File: src/rtl/mau_defs.sv
// Shared definitions for the memory access unit: funct3 codes, FSM state
// encodings and access-size decoding.
package mau_defs;

    // Load funct3 codes
    localparam logic [2:0] F3_LB  = 3'b000;
    localparam logic [2:0] F3_LH  = 3'b001;
    localparam logic [2:0] F3_LW  = 3'b010;
    localparam logic [2:0] F3_LBU = 3'b100;
    localparam logic [2:0] F3_LHU = 3'b101;

    // Store funct3 codes
    localparam logic [2:0] F3_SB  = 3'b000;
    localparam logic [2:0] F3_SH  = 3'b001;
    localparam logic [2:0] F3_SW  = 3'b010;

    typedef enum logic [1:0] {
        MAU_IDLE = 2'd0,
        MAU_BUS  = 2'd1,
        MAU_WB   = 2'd2
    } mau_state_e;

    typedef enum logic [1:0] {
        SZ_BYTE = 2'd0,
        SZ_HALF = 2'd1,
        SZ_WORD = 2'd2
    } mau_size_e;

    // Access width as seen by the alignment check. Loads and stores decode
    // funct3 differently: stores only special-case SB/SH (everything else
    // is a word), loads also recognise the unsigned byte/half variants.
    function automatic mau_size_e access_size(input logic [2:0] f3, input logic is_load);
        mau_size_e sz;
        sz = SZ_WORD;
        if (is_load) begin
            if (f3 == F3_LB || f3 == F3_LBU)      sz = SZ_BYTE;
            else if (f3 == F3_LH || f3 == F3_LHU) sz = SZ_HALF;
        end else begin
            if (f3 == F3_SB)      sz = SZ_BYTE;
            else if (f3 == F3_SH) sz = SZ_HALF;
        end
        return sz;
    endfunction

endpackage

File: src/rtl/mau_load_align.sv
// Load data alignment: selects the addressed byte/halfword from a bus word
// and sign- or zero-extends it according to funct3. Purely combinational so
// it can be shared with other read paths (e.g. a cache refill).
module mau_load_align
    import mau_defs::*;
(
    input  logic [31:0] mem_rdata,
    input  logic [2:0]  funct3,
    input  logic [1:0]  addr_lo,
    output logic [31:0] load_data
);

    logic [7:0]  byte_sel;
    logic [15:0] half_sel;

    // Lane select followed by extension
    always_comb begin
        case (addr_lo)
            2'd0:    byte_sel = mem_rdata[7:0];
            2'd1:    byte_sel = mem_rdata[15:8];
            2'd2:    byte_sel = mem_rdata[23:16];
            default: byte_sel = mem_rdata[31:24];
        endcase
        // addr_lo[0] is deliberately ignored: a halfword always comes from
        // one of the two naturally aligned lanes.
        half_sel = addr_lo[1] ? mem_rdata[31:16] : mem_rdata[15:0];

        case (funct3)
            F3_LB:   load_data = {{24{byte_sel[7]}}, byte_sel};
            F3_LBU:  load_data = {24'd0, byte_sel};
            F3_LH:   load_data = {{16{half_sel[15]}}, half_sel};
            F3_LHU:  load_data = {16'd0, half_sel};
            default: load_data = mem_rdata;
        endcase
    end

endmodule

File: src/rtl/mem_access_unit.sv
// Memory access unit: single-outstanding request/ready bus master for
// LOAD/STORE. Stores get lane-replicated data and byte strobes; loads are
// aligned/extended and written back with a one-cycle reg_wen.
// Optional feature macro: MAU_MISALIGN_CHECK_EN (misaligned-access detection
// and misalign_exc generation; when undefined every access is accepted and
// misalign_exc is constant 0).
module mem_access_unit
    import mau_defs::*;
(
    input  logic        clk,
    input  logic        reset,
    input  logic [31:0] addr_toMAU,
    input  logic [31:0] data_toMAU,
    input  logic [2:0]  funct3,
    input  logic        riscv_LOAD,
    input  logic        riscv_STORE,
    input  logic [4:0]  rd_addr,
    output logic        mem_req,
    output logic        mem_we,
    output logic [31:0] mem_addr,
    output logic [31:0] mem_wdata,
    output logic [3:0]  mem_wstrb,
    input  logic        mem_ready,
    input  logic [31:0] mem_rdata,
    output logic [31:0] data_toReg,
    output logic [4:0]  rd_addr_out,
    output logic        reg_wen,
    output logic        mau_stall,
    output logic        misalign_exc
);

    mau_state_e  state_q, state_d;
    logic        mem_req_q, mem_req_d;
    logic        mem_we_q, mem_we_d;
    logic [31:0] mem_addr_q, mem_addr_d;
    logic [31:0] mem_wdata_q, mem_wdata_d;
    logic [3:0]  mem_wstrb_q, mem_wstrb_d;
    logic [2:0]  f3_q, f3_d;
    logic [1:0]  off_q, off_d;
    logic [4:0]  rd_q, rd_d;
    logic [31:0] data_toReg_q, data_toReg_d;
    logic [4:0]  rd_addr_out_q, rd_addr_out_d;
    logic        reg_wen_q, reg_wen_d;
    logic        misalign_q, misalign_d;

    logic        can_accept;
    logic        access;
    logic        misaligned;
    logic        accept;
    logic [31:0] st_wdata;
    logic [3:0]  st_wstrb;
    logic [31:0] load_data;

    assign access     = riscv_LOAD | riscv_STORE;
    assign can_accept = (state_q == MAU_IDLE) || (state_q == MAU_WB);

`ifdef MAU_MISALIGN_CHECK_EN
    mau_size_e size;
    // Alignment check against the decoded access width; LOAD wins when both
    // instruction flags are high.
    always_comb begin
        size       = access_size(funct3, riscv_LOAD);
        misaligned = ((size == SZ_HALF) && addr_toMAU[0]) ||
                     ((size == SZ_WORD) && (addr_toMAU[1:0] != 2'b00));
    end
`else
    assign misaligned = 1'b0;
`endif

    assign accept    = can_accept & access & ~misaligned;
    assign mau_stall = accept | ((state_q == MAU_BUS) & ~mem_ready);

    // Store lane steering and byte strobes
    always_comb begin
        case (funct3)
            F3_SB: begin
                st_wdata = {4{data_toMAU[7:0]}};
                st_wstrb = 4'b0001 << addr_toMAU[1:0];
            end
            F3_SH: begin
                st_wdata = {2{data_toMAU[15:0]}};
                st_wstrb = 4'b0011 << {addr_toMAU[1], 1'b0};
            end
            default: begin
                st_wdata = data_toMAU;
                st_wstrb = 4'b1111;
            end
        endcase
    end

    mau_load_align u_load_align (
        .mem_rdata (mem_rdata),
        .funct3    (f3_q),
        .addr_lo   (off_q),
        .load_data (load_data)
    );

    // Next-state and registered-output logic
    always_comb begin
        state_d       = state_q;
        mem_req_d     = mem_req_q;
        mem_we_d      = mem_we_q;
        mem_addr_d    = mem_addr_q;
        mem_wdata_d   = mem_wdata_q;
        mem_wstrb_d   = mem_wstrb_q;
        f3_d          = f3_q;
        off_d         = off_q;
        rd_d          = rd_q;
        data_toReg_d  = data_toReg_q;
        rd_addr_out_d = rd_addr_out_q;
        reg_wen_d     = 1'b0;
        misalign_d    = can_accept & access & misaligned;

        case (state_q)
            MAU_BUS: begin
                if (mem_ready) begin
                    mem_req_d = 1'b0;
                    if (mem_we_q) begin
                        state_d = MAU_IDLE;
                    end else begin
                        state_d       = MAU_WB;
                        data_toReg_d  = load_data;
                        rd_addr_out_d = rd_q;
                        reg_wen_d     = 1'b1;
                    end
                end
            end
            default: begin
                // IDLE and WB both accept a new access
                if (accept) begin
                    state_d     = MAU_BUS;
                    mem_req_d   = 1'b1;
                    mem_we_d    = ~riscv_LOAD;
                    mem_addr_d  = {addr_toMAU[31:2], 2'b00};
                    mem_wdata_d = st_wdata;
                    mem_wstrb_d = riscv_LOAD ? 4'b0000 : st_wstrb;
                    f3_d        = funct3;
                    off_d       = addr_toMAU[1:0];
                    rd_d        = rd_addr;
                end else begin
                    state_d   = MAU_IDLE;
                    mem_req_d = 1'b0;
                end
            end
        endcase
    end

    // State and output registers
    always_ff @(posedge clk) begin
        if (reset) begin
            state_q       <= MAU_IDLE;
            mem_req_q     <= 1'b0;
            mem_we_q      <= 1'b0;
            mem_addr_q    <= 32'd0;
            mem_wdata_q   <= 32'd0;
            mem_wstrb_q   <= 4'd0;
            f3_q          <= 3'd0;
            off_q         <= 2'd0;
            rd_q          <= 5'd0;
            data_toReg_q  <= 32'd0;
            rd_addr_out_q <= 5'd0;
            reg_wen_q     <= 1'b0;
            misalign_q    <= 1'b0;
        end else begin
            state_q       <= state_d;
            mem_req_q     <= mem_req_d;
            mem_we_q      <= mem_we_d;
            mem_addr_q    <= mem_addr_d;
            mem_wdata_q   <= mem_wdata_d;
            mem_wstrb_q   <= mem_wstrb_d;
            f3_q          <= f3_d;
            off_q         <= off_d;
            rd_q          <= rd_d;
            data_toReg_q  <= data_toReg_d;
            rd_addr_out_q <= rd_addr_out_d;
            reg_wen_q     <= reg_wen_d;
            misalign_q    <= misalign_d;
        end
    end

    assign mem_req      = mem_req_q;
    assign mem_we       = mem_we_q;
    assign mem_addr     = mem_addr_q;
    assign mem_wdata    = mem_wdata_q;
    assign mem_wstrb    = mem_wstrb_q;
    assign data_toReg   = data_toReg_q;
    assign rd_addr_out  = rd_addr_out_q;
    assign reg_wen      = reg_wen_q;
    assign misalign_exc = misalign_q;

endmodule

File: config.mk
export PLATFORM = sky130hd
export DESIGN_NAME = mem_access_unit
export DESIGN_NICKNAME = d
export VERILOG_FILES = /design/src/rtl/mau_defs.sv /design/src/rtl/mau_load_align.sv /design/src/rtl/mem_access_unit.sv
export SDC_FILE = /design/constraint.sdc
export NUM_CORES = 1
export LEC_CHECK = 0
export BUFFER_PORTS_ARGS = -buffer_cell sky130_fd_sc_hd__buf_4
export CAP_MARGIN = 25
export CORE_ASPECT_RATIO = 2
export CORE_MARGIN = 4
export CORE_UTILIZATION = 35
export DETAILED_ROUTE_END_ITERATION = 6
export SLEW_MARGIN = 20
export SYNTH_ARGS = -nofsm -noshare
export SYNTH_HDL_FRONTEND = slang
export SYNTH_HIERARCHICAL = 1
export SYNTH_SLANG_ARGS = --single-unit
File: constraint.sdc
create_clock -name clk -period 3.54 [get_ports clk]
set_input_delay 0.531 -clock clk [delete_from_list [all_inputs] [get_ports clk]]
set_output_delay 0.531 -clock clk [all_outputs]
set_load 0.02 [all_outputs]
==> summary.txt <==
worst slew pin tran -> 0.884 ns
simple-gate portion of the synthesized area -> 21.4%
Int Power -> 3.03 mW
clock power share -> 45.7%
first-pass GRT wire length -> 28.8 mm
leading area contributor after synthesis -> dfxtp_1
Static Leak -> 3.30 nW
num ports -> 219
Worst-Skew Late Latency -> 0.40 ns
number of antenna repair diodes -> 0
hold-fix buffer count after cts -> 0
syn avg cell area -> 7.89 um2
share of the synthesized area in the top cell type -> 43.8%
final net count -> 969
proportion of layout cells with a drive suffix above 1 -> 30.8%
Seq cells post-synth -> 117
Overflow after GRT -> 0
clk_skew -> 0.00951 ns
data arrival time of the critical path -> 1.89 ns
placed cell count -> 1036
period utilisation layout -> 68.5%
vias in the first global route -> 5580
Cells after Synth -> 678
Die Area -> 17400 um2
combinational share of power -> 19.1%
Die Wd -> 95.4 um
yosys warns -> 6
post-route cell area -> 7600 um2
DR vias/cell -> 5.23
sum of negative setup slack -> 0 ns
register area share after synthesis -> 43.8%
dpl ws -> 1.38 ns
Post-synth ARST share -> 0%
Synth Area in Adders -> 0%
initial core utilization -> 35.9%
final core occ -> 51.0%
critical path class -> register to output pin
WL final -> 18.9 mm
post-synthesis mux area share -> 4.38%
Final ANT Viol Nets -> 0
Clock Sinks -> 117
max frequency -> 0.413 GHz
Post-CTS Setup Bufs -> 0
DRC viols -> 0
WP data required -> 3.01 ns
Total Routing Usage GR -> 21.3%
Layout Cells excl Fill -> 1067
Die Height -> 183 um
switching power -> 1.16 mW
top post-synthesis cells by area -> dfxtp_1, nand2_1, a21oi_1, a311oi_1, nor2_1
unrepaired setup endpoints after global routing -> false
max-slew violations -> 0
ys flop type -> dfxtp_1
largest net degree at the start of global routing -> 83
Rel. slew slack -> 41.1%
Synth cell types -> 38
Iter 0 DRT Violations -> 220
final hold vios -> 0
setup slack after layout -> 1.12 ns
fillers -> 1461
Pre-antenna DRT Iters -> 4
Post-synth EDFFs -> 0
part of the power in registers -> 35.2%
I/O Buffers -> 215
critical path peak fanout -> 49
largest buffer count on any clock path -> 2
IR drop worst, VDD -> 0.000339 V
Switching Share -> 27.7%
Hold Crit Class -> input pin to register
fin crit period -> 2.42 ns
status -> finished, final reports clean
via count -> 5578
Synth Area in Compound Gates -> 22.8%
Max Cap Viol -> 0
Multi-input gate area -> 2630 um2
Post-CTS Resized -> 0
GPL Wtd Cong -> 0.982
Worst-path clk slew -> 0.06 ns
Post-Syn Area -> 5350 um2
detailed placement HPWL -> 14.1 mm
Layout area overhead -> 42.2%
mean routed wirelength per cell -> 17.7 um
final setup fails -> 0
core area -> 14900 um2
combinational family with the most area after synthesis -> compound AO/OA/AOI/OAI gates
power density cells -> 552 nW/um2
FF/Latch Area -> 2340 um2
TritonCTS clock tree -> built
Setup crit start kind -> register
CTS buffer count -> 17
standard-cell row count -> 63
Root Driver -> clkbuf_16
initial antenna violation count -> 0
xor-xnor portion of the synthesized cell area -> 0%
Max H-tree Level -> 4
Setup crit end kind -> output pin
placed cell areas -> 6940 um2
==> area by class of cell <==
class | instances | share of cell area [%]
sequential | 117 | 30.8
timing repair buffer | 223 | 22.0
multi-input combinational | 488 | 34.6
clock inverter | 13 | 2.91
inverter | 13 | 0.642
tap | 195 | 3.21
clock buffer | 18 | 5.78
==> sequential cells by signal (all words and copies together) (netlist names) <==
| register | cells |
|---|---|
| rd_q | 5 |
| state_q | 2 |
| mem_we | 1 |
| mem_wdata | 32 |
| reg_wen | 1 |
| off_q | 2 |
| data_toReg | 32 |
| mem_wstrb | 4 |
| mem_addr | 30 |
| f3_q | 3 |
| rd_addr_out | 5 |
==> synth_stat cells, types with 2 or more instances <==
cell type,number
o22ai_1,16
a211o_1,8
o21ai_0,13
mux2_4,2
buf_1,3
buf_6,7
a311oi_1,31
dfxtp_1,117
o221ai_1,3
buf_4,12
buf_2,19
or2_2,2
o221ai_2,4
a221oi_1,3
inv_1,11
clkbuf_1,21
nor2b_1,12
mux2i_1,2
a21oi_1,100
nand2_1,209
mux4_1,7
a22o_1,4
nor2_1,56
nand2b_1,2
==> metrics by stage <==
step | hold slack, ns | power, mW
2_1_floorplan | 0.432 | 1.98
3_3_place_gp | 0.438 | 2.29
3_5_place_dp | 0.446 | 2.31
4_1_cts | 0.356 | 4.25
5_1_grt | 0.366 | 4.38
6_report | 0.379 | 4.20
==> layout by cell type (no fill, tap or decap), types with 2 or more instances in the layout <==
| master | instances |
|---|---|
| or2_2 | 2 |
| mux4_1 | 7 |
| mux2i_1 | 2 |
| bufinv_16 | 5 |
| inv_6 | 3 |
| o221ai_1 | 3 |
| a211o_1 | 8 |
| o22ai_1 | 16 |
| mux2_4 | 2 |
| clkinv_4 | 3 |
| buf_4 | 223 |
| o221ai_2 | 4 |
| dfxtp_1 | 117 |
| a221oi_1 | 3 |
| a311oi_1 | 31 |
| conb_1 | 3 |
| nor2_1 | 56 |
| clkbuf_16 | 17 |
| nor2b_1 | 12 |
| inv_1 | 11 |
| nand2_1 | 209 |
| o21ai_0 | 13 |
| nand2b_1 | 2 |
| a21oi_1 | 100 |
| a22o_1 | 4 |
==> power groups by stage <==
stage               clock, mW  sequential [mW]  combinational, mW
finish                   1.92             1.48              0.802
global route             2.02             1.49              0.866
CTS                      1.96             1.48              0.808
detailed placement          0             1.51              0.806
global placement            0             1.50              0.794
floorplan                   0             1.59              0.391
==> kinds of logic (layout without fill, tap and decap cells) <==
kind of cell / after synthesis / after routing
other: 1 / 3
AO/OA/AOI/OAI: 188 / 188
flip-flops: 117 / 117
buffers and inverters: 75 / 267
AND/OR/NAND/NOR: 286 / 286
multiplexers: 11 / 11
==> final timing paths <==
check / to / slack [ns] / from / cells after the start
worst min register to register: rd_addr_out[1]$_SDFFE_PP0P_ / 0.44 / rd_q[1]$_SDFFE_PP0P_ / 2
worst max register to register: data_toReg[24]$_SDFFE_PP0P_ / 1.36 / off_q[1]$_SDFFE_PP0P_ / 6
worst max-delay path: mau_stall / 1.12 / state_q[0]$_SDFFE_PP0P_ / 4
worst min-delay path: mem_addr[30]$_SDFFE_PP0P_ / 0.38 / addr_toMAU[30] / 3
==> critical path: stages, from the launching register on <==
cell	delay (ns)
dfxtp_1	0.48
o21bai_4	0.18
buf_4	0.46
o31ai_1	0.17
buf_4	0.20
==> per-layer routing <==
| layer | routed length [um] | global-route usage, % | vias to the layer above |
|---|---|---|---|
| met2 | 10400 | 39.7 | 254 |
| li1 | - | - | 2685 |
| met3 | 1280 | 3.86 | 45 |
| met1 | 6290 | 21.3 | 2594 |
| met5 | 0 | 0 | - |
| met4 | 953 | 12.5 | 0 |
No activity file was read; power rests on OpenSTA's default activity.
